--- src/rtl/alu_reservation_station_pkg.sv ---
// Shared types for the Tomasulo ALU path (package tomasula_types).
//   RS_DEPTH / TAG_W   : default reservation-station depth and tag width
//   op_t               : ALU op class (ARITH, or OTHER which the ALU treats as add)
//   alu_word           : word handed from the reservation station to the ALU
//   cdb_data_t         : common data bus broadcast
//   rs_operand_t       : per-operand {rdy, val, tag}
//   rs_entry_t         : reservation-station entry
//   capture()          : applies a CDB broadcast to one waiting operand
package tomasula_types;

  localparam int unsigned RS_DEPTH = 4;
  localparam int unsigned TAG_W    = 3;

  typedef enum logic {
    OP_ARITH = 1'b0,
    OP_OTHER = 1'b1
  } op_t;

  typedef struct packed {
    op_t              op;
    logic [31:0]      src1_data;
    logic [31:0]      src2_data;
    logic [2:0]       funct3;
    logic             funct7;
    logic [TAG_W-1:0] tag;
    logic             load;
  } alu_word;

  typedef struct packed {
    logic             req;
    logic [TAG_W-1:0] tag;
    logic [31:0]      data;
  } cdb_data_t;

  typedef struct packed {
    logic             rdy;
    logic [31:0]      val;
    logic [TAG_W-1:0] tag;
  } rs_operand_t;

  typedef struct packed {
    logic             busy;
    op_t              op;
    logic [2:0]       funct3;
    logic             funct7;
    logic [TAG_W-1:0] dest_tag;
    rs_operand_t      src1;
    rs_operand_t      src2;
  } rs_entry_t;

  function automatic rs_operand_t capture(input rs_operand_t opnd, input cdb_data_t cdb);
    rs_operand_t res;
    res = opnd;
    if (!opnd.rdy && cdb.req && (opnd.tag == cdb.tag)) begin
      res.rdy = 1'b1;
      res.val = cdb.data;
    end
    return res;
  endfunction

endpackage

--- src/rtl/alu_reservation_station_select.sv ---
// rs_select: picks one ready reservation-station entry per cycle.
//   ready_i : per-entry ready vector
//   age_i   : per-entry age (only with RS_AGE_ORDER_EN; larger = older)
//   grant_o : one-hot grant of the chosen entry ('0 when nothing is ready)
//   valid_o : any entry ready
// RS_AGE_ORDER_EN defined: oldest ready entry wins. Otherwise lowest index wins.
module rs_select #(
  parameter int unsigned DEPTH = 4
) (
  input  logic [DEPTH-1:0]                    ready_i,
`ifdef RS_AGE_ORDER_EN
  input  logic [DEPTH-1:0][$clog2(DEPTH)-1:0] age_i,
`endif
  output logic [DEPTH-1:0]                    grant_o,
  output logic                                valid_o
);

  logic found;
`ifdef RS_AGE_ORDER_EN
  logic [$clog2(DEPTH)-1:0] best;
`endif

  always_comb begin
    grant_o = '0;
    found   = 1'b0;
`ifdef RS_AGE_ORDER_EN
    best    = '0;
`endif
    for (int unsigned i = 0; i < DEPTH; i++) begin
`ifdef RS_AGE_ORDER_EN
      if (ready_i[i] && (!found || (age_i[i] > best))) begin
        grant_o    = '0;
        grant_o[i] = 1'b1;
        best       = age_i[i];
        found      = 1'b1;
      end
`else
      if (ready_i[i] && !found) begin
        grant_o[i] = 1'b1;
        found      = 1'b1;
      end
`endif
    end
  end

  assign valid_o = |ready_i;

endmodule

--- src/rtl/alu_reservation_station.sv ---
// Tomasulo reservation station in front of the combinational ALU.
// Buffers dispatched ops, snoops the CDB for missing operands and issues one
// fully-ready op per cycle as a tomasula_types::alu_word.
//   clk, rst (async, active-high), flush (sync squash of all entries)
//   disp_*  : dispatch request/handshake, op fields and two source operands
//   cdb_*   : CDB broadcast (req, tag, data)
//   issue_* : valid/ready handshake and the combinational issue word
// Optional: RS_AGE_ORDER_EN selects oldest-ready issue instead of lowest index.
module alu_reservation_station #(
  parameter int unsigned DEPTH = tomasula_types::RS_DEPTH,
  parameter int unsigned TAG_W = tomasula_types::TAG_W
) (
  input  logic                  clk,
  input  logic                  rst,
  input  logic                  flush,
  input  logic                  disp_valid,
  output logic                  disp_ready,
  input  tomasula_types::op_t   disp_op,
  input  logic [2:0]            disp_funct3,
  input  logic                  disp_funct7,
  input  logic [TAG_W-1:0]      disp_dest_tag,
  input  logic                  disp_src1_rdy,
  input  logic [31:0]           disp_src1,
  input  logic [TAG_W-1:0]      disp_src1_tag,
  input  logic                  disp_src2_rdy,
  input  logic [31:0]           disp_src2,
  input  logic [TAG_W-1:0]      disp_src2_tag,
  input  logic                  cdb_req,
  input  logic [TAG_W-1:0]      cdb_tag,
  input  logic [31:0]           cdb_data,
  output logic                  issue_valid,
  input  logic                  issue_ready,
  output tomasula_types::alu_word issue_word
);

  import tomasula_types::*;

  rs_entry_t [DEPTH-1:0] ent_q, ent_d;
  logic [DEPTH-1:0]      busy_vec, ready_vec, grant, free_onehot;
  logic                  free_found, do_disp, do_issue;
  cdb_data_t             cdb;
  rs_entry_t             new_ent;

`ifdef RS_AGE_ORDER_EN
  localparam int unsigned AW = $clog2(DEPTH);
  logic [DEPTH-1:0][AW-1:0] age_q, age_d;
  logic [AW-1:0]            sel_age;
`endif

  assign cdb = '{req: cdb_req, tag: cdb_tag, data: cdb_data};

  always_comb begin
    for (int unsigned i = 0; i < DEPTH; i++) begin
      busy_vec[i]  = ent_q[i].busy;
      ready_vec[i] = ent_q[i].busy && ent_q[i].src1.rdy && ent_q[i].src2.rdy;
    end
  end

  // Based on the registered busy bits only: a slot freed by this cycle's issue
  // is not offered to dispatch until the next cycle.
  assign disp_ready = ~&busy_vec;

  always_comb begin
    free_onehot = '0;
    free_found  = 1'b0;
    for (int unsigned i = 0; i < DEPTH; i++) begin
      if (!busy_vec[i] && !free_found) begin
        free_onehot[i] = 1'b1;
        free_found     = 1'b1;
      end
    end
  end

  rs_select #(.DEPTH(DEPTH)) u_select (
    .ready_i (ready_vec),
`ifdef RS_AGE_ORDER_EN
    .age_i   (age_q),
`endif
    .grant_o (grant),
    .valid_o (issue_valid)
  );

  // grant is one-hot and non-zero exactly when issue_valid is high.
  always_comb begin
    issue_word = '0;
    for (int unsigned i = 0; i < DEPTH; i++) begin
      if (grant[i]) begin
        issue_word.op        = ent_q[i].op;
        issue_word.src1_data = ent_q[i].src1.val;
        issue_word.src2_data = ent_q[i].src2.val;
        issue_word.funct3    = ent_q[i].funct3;
        issue_word.funct7    = ent_q[i].funct7;
        issue_word.tag       = ent_q[i].dest_tag;
        issue_word.load      = 1'b1;
      end
    end
  end

  assign do_disp  = disp_valid && disp_ready;
  assign do_issue = issue_valid && issue_ready;

  always_comb begin
    // Dispatched operands also see the same-cycle broadcast (bypass).
    new_ent          = '0;
    new_ent.busy     = 1'b1;
    new_ent.op       = disp_op;
    new_ent.funct3   = disp_funct3;
    new_ent.funct7   = disp_funct7;
    new_ent.dest_tag = disp_dest_tag;
    new_ent.src1     = capture('{rdy: disp_src1_rdy, val: disp_src1, tag: disp_src1_tag}, cdb);
    new_ent.src2     = capture('{rdy: disp_src2_rdy, val: disp_src2, tag: disp_src2_tag}, cdb);
  end

  always_comb begin
    ent_d = ent_q;
    for (int unsigned i = 0; i < DEPTH; i++) begin
      if (ent_q[i].busy) begin
        ent_d[i].src1 = capture(ent_q[i].src1, cdb);
        ent_d[i].src2 = capture(ent_q[i].src2, cdb);
      end
      if (do_issue && grant[i]) begin
        ent_d[i] = '0;
      end
      if (do_disp && free_onehot[i]) begin
        ent_d[i] = new_ent;
      end
    end
    if (flush) begin
      ent_d = '0;
    end
  end

`ifdef RS_AGE_ORDER_EN
  // age = number of busy entries dispatched after this one (oldest is largest).
  always_comb begin
    sel_age = '0;
    for (int unsigned i = 0; i < DEPTH; i++) begin
      if (grant[i]) begin
        sel_age = age_q[i];
      end
    end
    age_d = age_q;
    for (int unsigned i = 0; i < DEPTH; i++) begin
      if (ent_q[i].busy) begin
        if (do_disp) begin
          age_d[i] = age_d[i] + 1'b1;
        end
        if (do_issue && (age_q[i] > sel_age)) begin
          age_d[i] = age_d[i] - 1'b1;
        end
      end
      if ((do_issue && grant[i]) || (do_disp && free_onehot[i])) begin
        age_d[i] = '0;
      end
    end
    if (flush) begin
      age_d = '0;
    end
  end

  always_ff @(posedge clk or posedge rst) begin
    if (rst) begin
      age_q <= '0;
    end else begin
      age_q <= age_d;
    end
  end
`endif

  always_ff @(posedge clk or posedge rst) begin
    if (rst) begin
      ent_q <= '0;
    end else begin
      ent_q <= ent_d;
    end
  end

endmodule

--- config.mk ---
export PLATFORM = sky130hd
export DESIGN_NAME = alu_reservation_station
export DESIGN_NICKNAME = d
export VERILOG_FILES = /design/src/rtl/alu_reservation_station_pkg.sv /design/src/rtl/alu_reservation_station_select.sv /design/src/rtl/alu_reservation_station.sv
export SDC_FILE = /design/constraint.sdc
export NUM_CORES = 1
export LEC_CHECK = 0
export ABC_AREA = 1
export CORE_MARGIN = 1
export CORE_UTILIZATION = 40
export DETAILED_ROUTE_END_ITERATION = 6
export PLACE_DENSITY_LB_ADDON = 0.25
export SYNTH_ARGS = -nofsm -noshare
export SYNTH_HDL_FRONTEND = slang
export SYNTH_SLANG_ARGS = --single-unit
--- constraint.sdc ---
create_clock -name clk -period 23.5 [get_ports clk]
set_clock_uncertainty 0.05 [all_clocks]
set_input_delay 7.05 -clock clk [delete_from_list [all_inputs] [get_ports clk]]
set_output_delay 7.05 -clock clk [all_outputs]
set_load 0.02 [all_outputs]
==> qor.yml, run 1 <==
clock-root-buffer: "clkbuf_16"
post-cts-setup-buffers: 0
power.net_switching_mw: 0.4443
min_period_over_period_pct: 48.91
final_layout_size_suffix_gt1_share_pct: 5.716
grt_pass1_vias: 19724
netlist-cell-type-count: 33
cts_tree: "built"
p_sw_share_pct: 30.16
track_usage_pct: 31.14
fin_nets: 2821
finalCriticalPeriod_ns: 11.49
clkSinkCount: 324
ys_ff_latch: 324
powerDensity_nw_per_um2: 66.32
htreeDepth: 2
diodes: 0
vias: 20222
timing.setup.tns_ns: 0
cts_buffers: 38
synth_top_area_share_pct: 42.70
p_int_mw: 1.029
worst-slew-pin-transition_ns: 1.238
dp_cells: 3267
clock_path_buffers: 3
n_fill_cell: 4640
crit_path_start_kind: "flop"
drt_iter0_markers: 2516
top_layer_used: "met5"
ant_nets: 0
die_height_um: 219.9
syn-num-nets: 2755
port_buffers: 195
met1Wirelength_um: 29580
antenna_found_initial: 1
combPwrFrac_pct: 15.9
insertion_delay_ns: 0.57
dp_hpwl_um: 42970
max_slew_margin_pct: 17.36
grt_max_degree: 153
grt_setup_unrepaired: "no"
end_kind: "output pin"
avgSynthCellArea_um2: 7.209
cts_hold_buffers: 0
mostFrequentLayoutCells: "nand2_1 (886), nand3_1 (472), dfrtp_1 (324)"
cts.reportedPaths.clkPinSlew_ns: 0.07
finalPower_mw: 1.473
wl_per_cell_um: 22.65
ys.flop_type: "dfrtp_1"
ys_seq_area_share_pct: 42.70
postSynthCellCount: 2634
postCtsResizedCells: 0
initial_utilization_pct: 40.70
layout_commonest_cell: "nand2_1"
ioPinCount: 196
layout.cells.non_filler: 3336
path_class: "reg2out"
worstPathMaxFanout: 70
outcome: "finished, violations left"
setup_viol: 0
totalWireLength_um: 75560
seqPwrFrac_pct: 43.1
critPathRequiredTime_ns: 16.40
async_reset_ff_share_pct: 100.0
holdCritPathClass: "reg2reg"
p_clk_share_pct: 41.0
finalHoldViolCount: 0
vdd_drop_max_mv: 0.04243
rows: 79
gp_congestion: 0.8641
timing.fmax_ghz: 0.08700
grt_overflow: 0
drc_errors: 25
core_um2: 46650
synth_area_leaders: "dfrtp_1 (43%), nand2_1 (18%), nand3_1 (12%)"
yosys_warnings: 0
max_cap_viol_count: 0
viasPerCell: 6.062
met2_length_um: 32970
hold_ws_ns: 0.4278
routed-wl-met3_um: 9612
violations: "DRC"
syn_area_um2: 18990
synth_top_area_cell: "dfrtp_1"
die_w_um: 219.9
arrival_ns: 4.39
area_delta_synth_final_pct: 16.96
grt_pass1_wl_um: 114600
first_pass_iters: 7
dieArea_um2: 48350
slew_viol_final: 0
synth_edf_count: 0
power.leakage_nw: 10.63
critical path: stages, from the launching register on:
cell and delay [ns]:
dfrtp_1 0.48, nand3_4 0.71, nand2_2 0.13, nor2_2 0.29, nand2_2 0.20, inv_2 0.07
buf_4 0.76, nand2_1 0.14, o2111ai_1 0.26, clkdlybuf4s50_1 0.72
cells by family after synthesis:
kind of cell           synth area share, %
AO/OA/AOI/OAI                        7.901
XOR/XNOR                            0.4151
buffers and inverters                10.13
flip-flops                           42.70
AND/OR/NAND/NOR                      38.85
power groups by stage:
stage | combinational, mW | sequential, mW | clock, mW
2_1_floorplan | 0.144 | 0.637 | 0
3_3_place_gp | 0.223 | 0.642 | 0
3_5_place_dp | 0.227 | 0.643 | 0
4_1_cts | 0.228 | 0.634 | 0.610
5_1_grt | 0.253 | 0.640 | 0.631
6_report | 0.234 | 0.635 | 0.604
state kept, by name, summed over array words and instances (netlist names):
name,count
busy_vec,4
ent_q,320
metrics by stage:
step / util [%] / cell area [µm²] / worst slack, ns
floorplan: - / 18990 / 7.430
global placement: 44.88 / 20940 / 12.42
detailed placement: 44.88 / 20940 / 12.37
CTS: 47.60 / 22210 / 12.06
global route: 47.60 / 22210 / 11.84
finish: 47.60 / 22210 / 12.01
path summary, 6_finish.rpt:
kind | from | to | slack, ns | cells past startpoint
max reg2reg | busy_vec[0]$_DFFE_PP0P_ | ent_q[28]$_DFFE_PP0P_ | 18.57 | 7
min reg2reg | ent_q[107]$_DFFE_PP0P_ | ent_q[107]$_DFFE_PP0P_ | 0.43 | 2
max in group asynchronous | rst | ent_q[309]$_DFFE_PP0P_ | 14.91 | 3
max | busy_vec[0]$_DFFE_PP0P_ | issue_word[69] | 12.01 | 9
min | ent_q[107]$_DFFE_PP0P_ | ent_q[107]$_DFFE_PP0P_ | 0.43 | 2
min in group asynchronous | rst | ent_q[282]$_DFFE_PP0P_ | 6.98 | 2
layer usage:
metal  vias up  track usage [%]
li1       8988                -
met1      9512            41.45
met2      1456            47.57
met3       264            8.019
met4         2            13.77
met5         -                0
synth_stat cells (8+ instances only):
master       n
nand2_1    887
o21ai_1     13
a21oi_1     43
o2111ai_1   65
buf_2       95
dfrtp_1    324
nand4_1    194
clkbuf_1    58
inv_2       21
nor2_1      19
nand3_1    472
nand2_2     18
o21ai_0     69
inv_1      234
nand3_2      8
o22ai_1     45
buf_4       28
layout make-up:
class,instances,area (µm²),area share (%)
clock buffers,50,1096,4.935
clock inverters,19,175.2,0.7887
well taps,607,759.5,3.420
inverters,257,977.2,4.400
repair buffers,216,2122,9.555
multi-input cells,1863,8971,40.39
flip-flops and latches,324,8108,36.51
(Power assumes the default switching activity.)
==> run 2: changes to the inputs <==
==> constraint.sdc (replaced) <==
create_clock -name clk -period 10.2 [get_ports clk]
set_clock_uncertainty 0.05 [all_clocks]
set_input_delay 3.06 -clock clk [delete_from_list [all_inputs] [get_ports clk]]
set_output_delay 3.06 -clock clk [all_outputs]
set_load 0.02 [all_outputs]
==> qor.yml, run 2 (synthesis gave the netlist of run 1 again) <==
outcome: "finished, violations left"
violations: "DRC"
hold_path_depth: 2
layout_commonest_cell: "nand2_1"
largest_reg_flops: 320
power.net_switching_mw: 1.024
grt_setup_unrepaired: "no"
initial_utilization_pct: 40.70
vias: 20161
combPwrFrac_pct: 15.9
area_delta_synth_final_pct: 17.00
cts.reportedPaths.clkPinSlew_ns: 0.06
finalCriticalPeriod_ns: 7.757
port_buffers: 195
cpMostUsedCell: "nand2_2"
r2r_cells: 8
antenna_found_initial: 0
core_um2: 46650
setup_viol: 0
max_slew_margin_pct: 10.87
end_kind: "output pin"
arrival_ns: 4.65
clock-root-buffer: "clkbuf_16"
cp_slowest_cell: "clkdlybuf4s50_1"
min_period_over_period_pct: 76.05
path_class: "reg2out"
critPathTopFamily: "buffers and inverters"
totalWireLength_um: 76430
grt_pass1_wl_um: 115700
grt_pass1_vias: 19717
worst-slew-pin-transition_ns: 1.335
post-cts-setup-buffers: 0
htreeDepth: 2
finalHoldViolCount: 0
p_sw_share_pct: 30.14
worstPathMaxFanout: 66
powerDensity_nw_per_um2: 152.9
first_pass_iters: 7
hold_ws_ns: 0.4279
crit_path_start_kind: "flop"
rows: 79
dieArea_um2: 48350
dp_hpwl_um: 43850
crit_path_max_incr_delay_ns: 0.71
seqPwrFrac_pct: 43.1
drc_errors: 30
regMostFlops: "ent_q"
holdCritPathClass: "reg2reg"
p_clk_share_pct: 41.0
viasPerCell: 6.038
timing.setup.tns_ns: 0
timing.fmax_ghz: 0.1289
cp.depth: 9
postCtsResizedCells: 0
slew_viol_final: 0
grt_overflow: 0
diodes: 0
track_usage_pct: 31.55
gp_congestion: 0.8777
ioPinCount: 196
cp_num_buf_inv: 3
cts_buffers: 39
max_cap_viol_count: 0
mostFrequentLayoutCells: "nand2_1 (886), nand3_1 (472), dfrtp_1 (324)"
drt_iter0_markers: 2687
grt_max_degree: 155
fin_nets: 2825
die_height_um: 219.9
power.leakage_nw: 10.62
crit_chain: "nand3_4 -> nand2_2 -> nor2_2 -> nand2_2 -> inv_2 -> buf_4 -> nand2_1 -> o2111ai_1 -> clkdlybuf4s50_1"
wl_per_cell_um: 22.89
final_layout_size_suffix_gt1_share_pct: 5.490
cts_hold_buffers: 0
cts_tree: "built"
clock_path_buffers: 3
vdd_drop_max_mv: 0.08697
clkSinkCount: 324
ant_nets: 0
die_w_um: 219.9
critPathRequiredTime_ns: 7.09
insertion_delay_ns: 0.57
p_int_mw: 2.373
==> run 2: layout make-up <==
cell class                 instances  area, µm²
multi-input combinational       1863       8971
timing repair buffer             219       2145
clock inverter                     9      93.84
inverter                         257      973.4
fill                            4569      24440
clock buffer                      60       1166
tap                              607      759.5
sequential                       324       8108
==> run 2: power groups by stage <==
stage,Sequential (mW),Clock (mW),Combinational [mW]
CTS,1.46,1.41,0.526
finish,1.46,1.39,0.540
floorplan,1.47,0,0.333
global route,1.48,1.46,0.585
global placement,1.48,0,0.514
detailed placement,1.48,0,0.525
==> run 2: worst paths after layout <==
path / startpoint / to / slack [ns]
min in group asynchronous: rst / ent_q[171]$_DFFE_PP0P_ / 2.81
max in group asynchronous: rst / ent_q[152]$_DFFE_PP0P_ / 5.91
worst min register to register: ent_q[15]$_DFFE_PP0P_ / ent_q[15]$_DFFE_PP0P_ / 0.43
worst max register to register: busy_vec[0]$_DFFE_PP0P_ / ent_q[19]$_DFFE_PP0P_ / 4.46
worst min-delay path: ent_q[15]$_DFFE_PP0P_ / ent_q[15]$_DFFE_PP0P_ / 0.43
worst max-delay path: busy_vec[0]$_DFFE_PP0P_ / issue_word[71] / 2.44
==> run 2: metal layers <==
metal | vias up | track usage, % | routed length [µm]
met5 | - | 0 | 0
met2 | 1353 | 46.92 | 32970
met3 | 255 | 7.647 | 9333
met4 | 0 | 14.57 | 3429
li1 | 8994 | - | -
met1 | 9559 | 43.11 | 30690
==> run 2: worst reg2reg max path: stages, from the launching register on <==
cell	delay, ns
dfrtp_1	0.50
nand3_4	0.64
buf_4	0.92
nor2_4	0.49
nor2_2	0.44
nand3_2	1.07
inv_2	1.29
nand2_1	0.14
nand2_1	0.12
==> run 2: through the flow <==
step	setup slack, ns	total power [mW]	utilization (%)	cells	instance area [µm²]
floorplan	2.767	1.800	-	2634	18990
global placement	3.175	1.995	44.92	3270	20960
detailed placement	3.112	2.007	44.92	3270	20960
CTS	2.502	3.395	47.62	3339	22220
global route	2.290	3.519	47.62	3339	22220
finish	2.443	3.397	47.62	3339	22220
